<file path="src/rtl/ex_stage_md.sv">
// ex_stage_md: execute stage with EX/MEM output register (valid/ready),
// iterative multiply/divide with HI/LO, and registered branch resolution.
//
// Ports:
//   clk, rst_n            clock, async active-low reset
//   in_valid / in_ready   ID/EX handshake (in_ready is combinational)
//   rs_data, rt_data,     operands (imm pre-extended by decode)
//   imm, pc4, shamt
//   alu_op, alu_src       ALU function and operand-B select
//   md_op                 mult/div/mfhi/mflo selector
//   branch                beq-type branch request
//   dest_sel, rt_num,     destination register selection
//   rd_num, reg_write_in
//   ctrl_in / ctrl_out    opaque sideband bundle, passed through
//   out_valid / out_ready EX/MEM handshake
//   result, store_data,   registered EX/MEM fields
//   baddr, dest_num,
//   reg_write_out, pc_src, div_by_zero
//   busy                  high while a multiply/divide is iterating
module ex_stage_md #(
    parameter int WIDTH  = 32,
    parameter int REGW   = 5,
    parameter int CTRL_W = 16
) (
    input  logic              clk,
    input  logic              rst_n,
    input  logic              in_valid,
    output logic              in_ready,
    input  logic [WIDTH-1:0]  rs_data,
    input  logic [WIDTH-1:0]  rt_data,
    input  logic [WIDTH-1:0]  imm,
    input  logic [WIDTH-1:0]  pc4,
    input  logic [4:0]        shamt,
    input  logic [3:0]        alu_op,
    input  logic              alu_src,
    input  logic [2:0]        md_op,
    input  logic              branch,
    input  logic [1:0]        dest_sel,
    input  logic [REGW-1:0]   rt_num,
    input  logic [REGW-1:0]   rd_num,
    input  logic              reg_write_in,
    input  logic [CTRL_W-1:0] ctrl_in,
    output logic              out_valid,
    input  logic              out_ready,
    output logic [WIDTH-1:0]  result,
    output logic [WIDTH-1:0]  store_data,
    output logic [WIDTH-1:0]  baddr,
    output logic [REGW-1:0]   dest_num,
    output logic              reg_write_out,
    output logic              pc_src,
    output logic              div_by_zero,
    output logic [CTRL_W-1:0] ctrl_out,
    output logic              busy
);

    localparam int CW = (WIDTH > 1) ? $clog2(WIDTH) : 1;

    typedef enum logic {IDLE, MD} state_t;

    state_t state, state_nx;

    logic [CW-1:0]     cnt;
    logic [WIDTH-1:0]  hi, lo;
    logic [WIDTH-1:0]  acc_hi, acc_lo, mcand;
    logic [WIDTH-1:0]  dvd_raw, md_store;
    logic [REGW-1:0]   md_dest;
    logic [CTRL_W-1:0] md_ctrl;
    logic              md_div, neg_q, neg_r, dz;

    logic slot_free, accept, is_md_op, last, fire;

    assign slot_free = !out_valid || out_ready;
    assign in_ready  = (state == IDLE) && slot_free;
    assign accept    = in_valid && in_ready;
    assign is_md_op  = (md_op != 3'd0) && (md_op <= 3'd4);
    assign last      = (state == MD) && (cnt == CW'(WIDTH - 1));
    assign fire      = last && slot_free;
    assign busy      = (state == MD);

    always_ff @(posedge clk or negedge rst_n) begin
        if (!rst_n) state <= IDLE;
        else        state <= state_nx;
    end

    always_comb begin
        state_nx = state;
        unique case (state)
            IDLE: if (accept && is_md_op) state_nx = MD;
            MD:   if (fire) state_nx = IDLE;
            default: state_nx = IDLE;
        endcase
    end

    // ALU path
    logic [WIDTH-1:0] opb, alu_res, ex_res, baddr_nx;
    logic [REGW-1:0]  dest_nx;

    always_comb begin
        opb = alu_src ? imm : rt_data;
        alu_res = '0;
        case (alu_op)
            4'd0:  alu_res = rs_data + opb;
            4'd1:  alu_res = rs_data - opb;
            4'd2:  alu_res = rs_data & opb;
            4'd3:  alu_res = rs_data | opb;
            4'd4:  alu_res = rs_data ^ opb;
            4'd5:  alu_res = ~(rs_data | opb);
            4'd6:  alu_res = {{(WIDTH-1){1'b0}},
                              $signed(rs_data) < $signed(opb)};
            4'd7:  alu_res = {{(WIDTH-1){1'b0}}, rs_data < opb};
            4'd8:  alu_res = opb << shamt;
            4'd9:  alu_res = opb >> shamt;
            4'd10: alu_res = $unsigned($signed(opb) >>> shamt);
            default: alu_res = '0;
        endcase
        if (md_op == 3'd5)      ex_res = hi;
        else if (md_op == 3'd6) ex_res = lo;
        else                    ex_res = alu_res;
        case (dest_sel)
            2'b01:   dest_nx = rd_num;
            2'b10:   dest_nx = '1;
            default: dest_nx = rt_num;
        endcase
        baddr_nx = pc4 + (imm << 2);
    end

    // Operand magnitudes captured at MD accept
    logic             sgn, sa, sb;
    logic [WIDTH-1:0] ma, mb;

    always_comb begin
        sgn = (md_op == 3'd1) || (md_op == 3'd3);
        sa  = sgn && rs_data[WIDTH-1];
        sb  = sgn && rt_data[WIDTH-1];
        ma  = sa ? -rs_data : rs_data;
        mb  = sb ? -rt_data : rt_data;
    end

    // One iteration. acc_hi:acc_lo is the shifting product for
    // multiply, or remainder:quotient for restoring division.
    logic [WIDTH:0]     msum, trial;
    logic [WIDTH-1:0]   hi_st, lo_st, fin_hi, fin_lo;
    logic [2*WIDTH-1:0] prod;

    always_comb begin
        msum  = {1'b0, acc_hi} + (acc_lo[0] ? {1'b0, mcand} : '0);
        trial = {acc_hi, acc_lo[WIDTH-1]} - {1'b0, mcand};
        if (md_div) begin
            if (!trial[WIDTH]) begin
                hi_st = trial[WIDTH-1:0];
                lo_st = {acc_lo[WIDTH-2:0], 1'b1};
            end else begin
                hi_st = {acc_hi[WIDTH-2:0], acc_lo[WIDTH-1]};
                lo_st = {acc_lo[WIDTH-2:0], 1'b0};
            end
        end else begin
            hi_st = msum[WIDTH:1];
            lo_st = {msum[0], acc_lo[WIDTH-1:1]};
        end
        prod = {hi_st, lo_st};
        if (neg_q) prod = -prod;
        if (!md_div) begin
            fin_hi = prod[2*WIDTH-1:WIDTH];
            fin_lo = prod[WIDTH-1:0];
        end else if (dz) begin
            fin_hi = dvd_raw;
            fin_lo = '1;
        end else begin
            fin_hi = neg_r ? -hi_st : hi_st;
            fin_lo = neg_q ? -lo_st : lo_st;
        end
    end

    always_ff @(posedge clk or negedge rst_n) begin
        if (!rst_n) begin
            cnt           <= '0;
            hi            <= '0;
            lo            <= '0;
            acc_hi        <= '0;
            acc_lo        <= '0;
            mcand         <= '0;
            dvd_raw       <= '0;
            md_store      <= '0;
            md_dest       <= '0;
            md_ctrl       <= '0;
            md_div        <= 1'b0;
            neg_q         <= 1'b0;
            neg_r         <= 1'b0;
            dz            <= 1'b0;
            out_valid     <= 1'b0;
            result        <= '0;
            store_data    <= '0;
            baddr         <= '0;
            dest_num      <= '0;
            reg_write_out <= 1'b0;
            pc_src        <= 1'b0;
            div_by_zero   <= 1'b0;
            ctrl_out      <= '0;
        end else begin
            if (accept && is_md_op) begin
                cnt      <= '0;
                md_div   <= md_op[2] | (md_op == 3'd3);
                neg_q    <= sa ^ sb;
                neg_r    <= sa;
                dz       <= (rt_data == '0);
                dvd_raw  <= rs_data;
                acc_hi   <= '0;
                acc_lo   <= (md_op >= 3'd3) ? ma : mb;
                mcand    <= (md_op >= 3'd3) ? mb : ma;
                md_store <= rt_data;
                md_dest  <= dest_nx;
                md_ctrl  <= ctrl_in;
            end else if (state == MD) begin
                if (!last) begin
                    acc_hi <= hi_st;
                    acc_lo <= lo_st;
                    cnt    <= cnt + CW'(1);
                end else if (slot_free) begin
                    hi <= fin_hi;
                    lo <= fin_lo;
                end
            end

            if (accept && !is_md_op) begin
                out_valid     <= 1'b1;
                result        <= ex_res;
                store_data    <= rt_data;
                baddr         <= baddr_nx;
                dest_num      <= dest_nx;
                reg_write_out <= reg_write_in;
                pc_src        <= branch && (rs_data == rt_data);
                div_by_zero   <= 1'b0;
                ctrl_out      <= ctrl_in;
            end else if (fire) begin
                out_valid     <= 1'b1;
                result        <= fin_lo;
                store_data    <= md_store;
                baddr         <= '0;
                dest_num      <= md_dest;
                reg_write_out <= 1'b0;
                pc_src        <= 1'b0;
                div_by_zero   <= md_div && dz;
                ctrl_out      <= md_ctrl;
            end else if (out_ready) begin
                out_valid <= 1'b0;
            end
        end
    end

endmodule

</file>
<file path="config.mk">
export PLATFORM = sky130hd
export DESIGN_NAME = ex_stage_md
export DESIGN_NICKNAME = d
export VERILOG_FILES = /design/src/rtl/ex_stage_md.sv
export SDC_FILE = /design/constraint.sdc
export NUM_CORES = 2
export LEC_CHECK = 0
export ABC_AREA = 0
export BUFFER_PORTS_ARGS = -buffer_cell sky130_fd_sc_hd__buf_2
export CORE_UTILIZATION = 25
export DETAILED_ROUTE_END_ITERATION = 12
export PLACE_DENSITY = 0.42
export RECOVER_POWER = 100
export SLEW_MARGIN = 30
export SYNTH_ARGS = -nofsm -noshare
export SYNTH_HDL_FRONTEND = slang
export SYNTH_SLANG_ARGS = --single-unit
</file>
<file path="constraint.sdc">
create_clock -name clk -period 5.6 [get_ports clk]
set_input_delay 0.28 -clock clk [delete_from_list [all_inputs] [get_ports clk]]
set_output_delay 0.28 -clock clk [all_outputs]
set_load 0.02 [all_outputs]
</file>
**Word level (Yosys, flattened, before mapping)**

Cells that the tools add are included.

- Add/subtract/negate cells: 11
- Magnitude comparators: 4
- Eq/ne operators: 19
- Shift operators: 3
- Multiplexer cells: 51
- Bitwise operators: 8
- Reduce and logical (&&, ||, !) cells: 23

Operators with widths:

| kind | count |
|---|---|
| $mux W32 | 29 |
| $pmux W32 S11 | 1 |
| $neg A32 Y32 | 4 |
| $add A32 B32 Y32 | 2 |
| $lt A32 B32 Y1 | 2 |
| $mux W64 | 1 |
| $neg A64 Y64 | 1 |
| $add A32 B32 Y33 | 1 |
| $sub A33 B32 Y33 | 1 |
| $and A32 B32 Y32 | 1 |
| $eq A32 B32 Y1 | 1 |
| $logic_not A32 Y1 | 1 |
| $mux W16 | 2 |
| $not A32 Y32 | 1 |
| $or A32 B32 Y32 | 1 |
| $shl A32 B5 Y32 | 1 |
| $shr A32 B5 Y32 | 1 |
| $sshr A32 B5 Y32 | 1 |
| $sub A32 B32 Y32 | 1 |
| $xor A32 B32 Y32 | 1 |
| $mux W5 | 5 |
| $eq A4 B3 Y1 const B | 4 |
| $eq A4 B4 Y1 const B | 3 |
| $logic_and A1 B1 Y1 | 11 |
| 25 further kinds | 42 |

- Flip-flop bits (word level): 376
- Input bits: 175
- Output and inout port bits: 123
- Logic and storage cells: 143

**Longest topological paths before layout**

- Depth in word-level cells: 9
- Depth in mapped cells: 24
- Depth with buffers taken out: 24

**Worst setup path before layout**

OpenSTA, ideal clock, no wires.

- Path kind: reg-to-reg
- Start point: register acc_lo[31]
- End point: register hi[20]
- Library setup time: 0.131 ns
- Arrival: 5.668 ns
- Required time: 5.469 ns
- Slack: -0.199 ns
- Cell stages (with the launch flop): 24
- Buffers on the path: 0
- Clock period less this slack: 5.799 ns
- Path through: dfrtp_1 > inv_1 > ha_1 > inv_1 > fa_1 > a211oi_2 > o31ai_2 > o311a_4 > o211ai_4 > a21boi_4 > mux2_4 > a31oi_4 > ha_1 > o21ai_0 > or4_1 > or3_1 > or3_1 > or3_1 > nor2_1 > nand4_1 > o41ai_1 > xnor2_1 > a222oi_1 > o21ai_1

- Cells in the longest elaborated chain, start to end: 7
- Elaborated cells on any way between the ends: 11
- Those cells by class: add/sub (3); mux (8)

Ends and longest elaborated chain:

| element | RTL line | source |
|---|---|---|
| start: declaration | 64 | `logic [WIDTH-1:0] acc_hi, acc_lo, mcand;` |
| start signal: assignment | 208 | `acc_lo <= (md_op >= 3'd3) ? ma : mb;` |
| start signal: assignment | 216 | `acc_lo <= lo_st;` |
| $sub A33 B32 Y33 | 147 | `trial = {acc_hi, acc_lo[WIDTH-1]} - {1'b0, mcand};` |
| $mux W32 | 149 | `if (!trial[WIDTH]) begin` |
| $mux W32 | 148 | `if (md_div) begin` |
| $neg A32 Y32 | 169 | `fin_hi = neg_r ? -hi_st : hi_st;` |
| $mux W32 | 169 |  |
| $mux W32 | 165 | `end else if (dz) begin` |
| $mux W32 * | 162 | `if (!md_div) begin` |
| end signal: assignment | 219 | `hi <= fin_hi;` |
| end: declaration | 63 | `logic [WIDTH-1:0] hi, lo;` |

Every way passes the cells marked *; elsewhere a longest branch is shown, timed or not.
A chain may end at the register's enable or synchronous reset.

**Worst setup path after layout**

- Start point: register acc_lo[31]
- End point: register hi[28]

The elaborated chain is that of the path after synthesis.

==> results.cfg <==
[run_status]
outcome = complete, but fails checks
violated_checks = max-capacitance violations, max-slew violations, negative setup slack

[worst_setup_path]
worstSetupPathType = reg2reg
worstRegToRegCells = 24
critical_path.startpoint_type = flop
endpoint_kind = flop
critical_path.max_fanout = 4
r2r_slack_ns = -0.06
crit_required_ns = 6.14
worst_ep_arrival_time_ns = 6.20
regToRegStartpoint = acc_lo[31]$_DFFE_PN0P_
regToRegEndpoint = hi[28]$_DFFE_PN0P_

[final_layout]
fraction_of_final_layout_cells_sized_beyond_drive_strength_1_pct = 12.9
multiInputGateArea_um2 = 23800
number_of_fill_cells = 15100
finalNetCount = 5248
layout.area.seq_um2 = 9410
syn2layout_area_growth_pct = 18.3

[drt]
drt_drc_violations_left = 0
drtIter0Drc = 3799
top_layer = met5
ant_nets = 0
drtPass1Iterations = 6
route.vias.total = 37100
wl_met3_mm = 10.1
detail_route.wirelength.met1_mm = 80.7
route.final.wire_length_mm = 186
via_per_inst = 5.48
drt-wirelength-per-cell_um = 27.5
length_of_routed_met2_wiring_mm = 85.1

[grt]
first_pass_grt_wire_length_mm = 264
initial_antenna_violation_count = 17
grt_start_max_net_pins = 144
gr-usage-all-layers_pct = 25.6
first_global_vias = 35100
global_route.overflow_total = 0

[placement]
place.port_buffers = 297
place.gp.congestion = 0.969
hpwl_detailed_mm = 145

[job]
max_cap_violations = 9

[cts]
tritoncts_clock_tree = yes
clkSinkCount = 376
clockBufferDepth = 3
path_clk_slew_ns = 0.06
clk_latency_ns = 0.65
cts-htree-levels = 2
cts_made_buffers = 50
clock_tree.root_cell = sky130_fd_sc_hd__clkbuf_16

[power_and_ir_drop]
fin_total_pwr_mw = 23.7
cellInternalPower_mw = 11.3
swShare_pct = 52.4
portion_of_total_power_attributed_to_sequential_cells_pct = 21.3
p_per_area_nw_per_um2 = 574
leakage_nw = 18.0
ir_worst_vdd_mv = 0.393
clock_power_share_pct = 13.6
switchingPower_mw = 12.4
combinationalPowerShare_pct = 65.2

[yosys]
synth.net_count = 4946
synth.distinct_cells = 99
synth_edf_count = 0
ys.flop_type = sky130_fd_sc_hd__dfrtp_1
synth_area_per_cell_um2 = 7.65
post_synthesis_cell_type_with_the_largest_combined_area = sky130_fd_sc_hd__dfrtp_1
postSynthRegisterBits = 376
yosysMostFrequentCell = sky130_fd_sc_hd__nand2_1
synth_async_sr_flop_share_pct = 100
ys_top_cells_by_area = sky130_fd_sc_hd__dfrtp_1, sky130_fd_sc_hd__nand2_1, sky130_fd_sc_hd__ha_1
ys_top_cells_by_count = sky130_fd_sc_hd__nand2_1, sky130_fd_sc_hd__o21ai_0, sky130_fd_sc_hd__dfrtp_1
synthesis.instances = 4569
post_synth_instance_area_um2 = 34900
synth_warnings = 0
portion_of_synthesized_cell_area_occupied_by_the_leading_cell_type_pct = 26.9
synth-seq-area-share_pct = 26.9

[timing]
worst_clock_skew_ns = 0.0297
rsz_0062_raised_after_global_routing = true
max-slew-margin-rel_pct = -144
number_of_setup_violations_in_the_final_report = 2
max_slew.worst_pin.slew_ns = 3.66
final_critical_path_setup_slack_ns = -0.0596
holdWs_ns = 0.0293
finalHoldViolations = 0
post-route-period-util_pct = 101
timing_max_transition_violations_final = 756
fin_crit_period_ns = 5.66
fmaxAchievable_ghz = 0.177

[floorplanning]
start_util_pct = 25.3
count_of_pins_on_the_block_boundary = 298
die_w_um = 376
floorplan.die_area_um2 = 141000
die_ht_um = 376
fp-row-count = 136
core_area_um2 = 138000

[worst_hold_path]
end_point_of_the_worst_hold_path = md_store[25]$_DFFE_PN0P_
hold_class = in2reg
hp-start = rt_data[25]
min_path_cells = 3
-- registers in the layout (all words and copies together) (netlist names), 5 cells and up --
| signal | count |
|---|---|
| ctrl_out | 16 |
| cnt | 5 |
| lo | 32 |
| acc_lo | 32 |
| hi | 32 |
| acc_hi | 32 |
| md_dest | 5 |
| result | 32 |
| dest_num | 5 |
| md_ctrl | 16 |
| md_store | 32 |
| mcand | 32 |
| dvd_raw | 32 |
| store_data | 32 |
| baddr | 32 |
-- what timing repair did --
item / in CTS / in global routing
setup buffers: 1 / 4
pin swaps: 0 / 6
setup endpoints to repair: 10 / 14
hold buffers: 38 / 0
gates resized for setup: 13 / 14
hold endpoints to repair: 416 / 0
cloned: 0 / 0
-- layout make-up --
type / count / share of cell area (%)
Clock buffer: 76 / 3.61
Tap cell: 1863 / 5.64
Antenna cell: 2 / 0.0121
Clock inverter: 11 / 0.215
Sequential cell: 376 / 22.8
Timing Repair Buffer: 575 / 8.57
Inverter: 178 / 1.62
Multi-Input combinational cell: 3690 / 57.6
-- routing by layer --
layer / vias to the layer above / global-route usage, %
met5: - / 0
met4: 2 / 12.4
met3: 272 / 2.77
met2: 1358 / 41.1
met1: 18400 / 34.1
li1: 17100 / -
-- cell usage in the layout, fill, tap and decap left out, drive strengths merged, types with 43 or more instances in the layout --
cell type  instances
o21ai            484
nor3              94
and2              48
nor2             343
a221oi            46
ha               197
a31oi             43
o31ai             54
nand3            133
buf              406
xnor2            170
xor2              73
clkbuf           207
a21o              73
a21oi            341
nand2            711
dfrtp            376
o211ai            75
a22oi             64
mux2i            142
inv              174
-- through the flow --
step / cells / setup slack, ns / area, um2 / utilization [%] / setup TNS [ns]
3_3_place_gp: 6638 / -0.181 / 39400 / 28.6 / -0.736
4_1_cts: 6764 / -0.0375 / 41500 / 30.0 / -0.106
2_1_floorplan: 4569 / 0.0501 / 34900 / - / 0
5_1_grt: 6771 / -0.205 / 41300 / 29.9 / -0.917
6_report: 6771 / -0.0596 / 41300 / 29.9 / -0.0783
3_5_place_dp: 6638 / -0.153 / 39500 / 28.6 / -0.911
-- power groups by stage --
stage	Sequential (mW)	Combinational, mW	Clock [mW]
after CTS	5.01	15.4	3.32
final	5.04	15.5	3.22
after global placement	5.03	15.3	0
after detailed placement	5.06	15.2	0
after floorplan	5.07	9.12	0
after global routing	5.19	16.7	3.40
-- worst max path at each step --
stage	endpoint	cells past startpoint	slack [ns]	start
2_1_floorplan	hi[28]$_DFFE_PN0P_	23	0.05	acc_lo[31]$_DFFE_PN0P_
3_3_place_gp	hi[28]$_DFFE_PN0P_	23	-0.18	acc_lo[31]$_DFFE_PN0P_
3_5_place_dp	hi[4]$_DFFE_PN0P_	25	-0.15	acc_lo[31]$_DFFE_PN0P_
4_1_cts	hi[20]$_DFFE_PN0P_	23	-0.04	acc_lo[31]$_DFFE_PN0P_
5_1_grt	hi[20]$_DFFE_PN0P_	23	-0.20	acc_lo[31]$_DFFE_PN0P_
6_report	hi[28]$_DFFE_PN0P_	24	-0.06	acc_lo[31]$_DFFE_PN0P_
-- worst max-delay path, stage by stage, from the launching register on --
cell and delay [ns]:
sky130_fd_sc_hd__dfrtp_1 0.37, sky130_fd_sc_hd__inv_1 0.06, sky130_fd_sc_hd__ha_2 0.18, sky130_fd_sc_hd__inv_2 0.04, sky130_fd_sc_hd__fa_2 0.35, sky130_fd_sc_hd__a211oi_2 0.24
sky130_fd_sc_hd__o31ai_2 0.11, sky130_fd_sc_hd__o311a_4 0.36, sky130_fd_sc_hd__o211ai_4 0.24, sky130_fd_sc_hd__a21boi_4 0.09, sky130_fd_sc_hd__mux2_4 0.34, sky130_fd_sc_hd__a31oi_4 0.24
sky130_fd_sc_hd__ha_4 0.17, sky130_fd_sc_hd__o21ai_2 0.06, sky130_fd_sc_hd__or4_4 0.42, sky130_fd_sc_hd__or3_4 0.40, sky130_fd_sc_hd__or3_4 0.36, sky130_fd_sc_hd__or3_4 0.43
sky130_fd_sc_hd__nor2_4 0.10, sky130_fd_sc_hd__nand4_1 0.19, sky130_fd_sc_hd__buf_4 0.22, sky130_fd_sc_hd__o31ai_4 0.17, sky130_fd_sc_hd__xnor2_1 0.08, sky130_fd_sc_hd__a22o_1 0.19
sky130_fd_sc_hd__o31ai_2 0.16
-- logic make-up after synthesis --
group / Yosys count / share of synthesized area (%)
simple gates: 1557 / 19.9
compound gates: 1497 / 27.6
flops: 376 / 26.9
mux: 191 / 6.50
buf+inv: 503 / 5.58
fa+ha+maj: 202 / 7.34
xor+xnor: 243 / 6.09
Note: power is estimated with default switching activity, not from simulation.
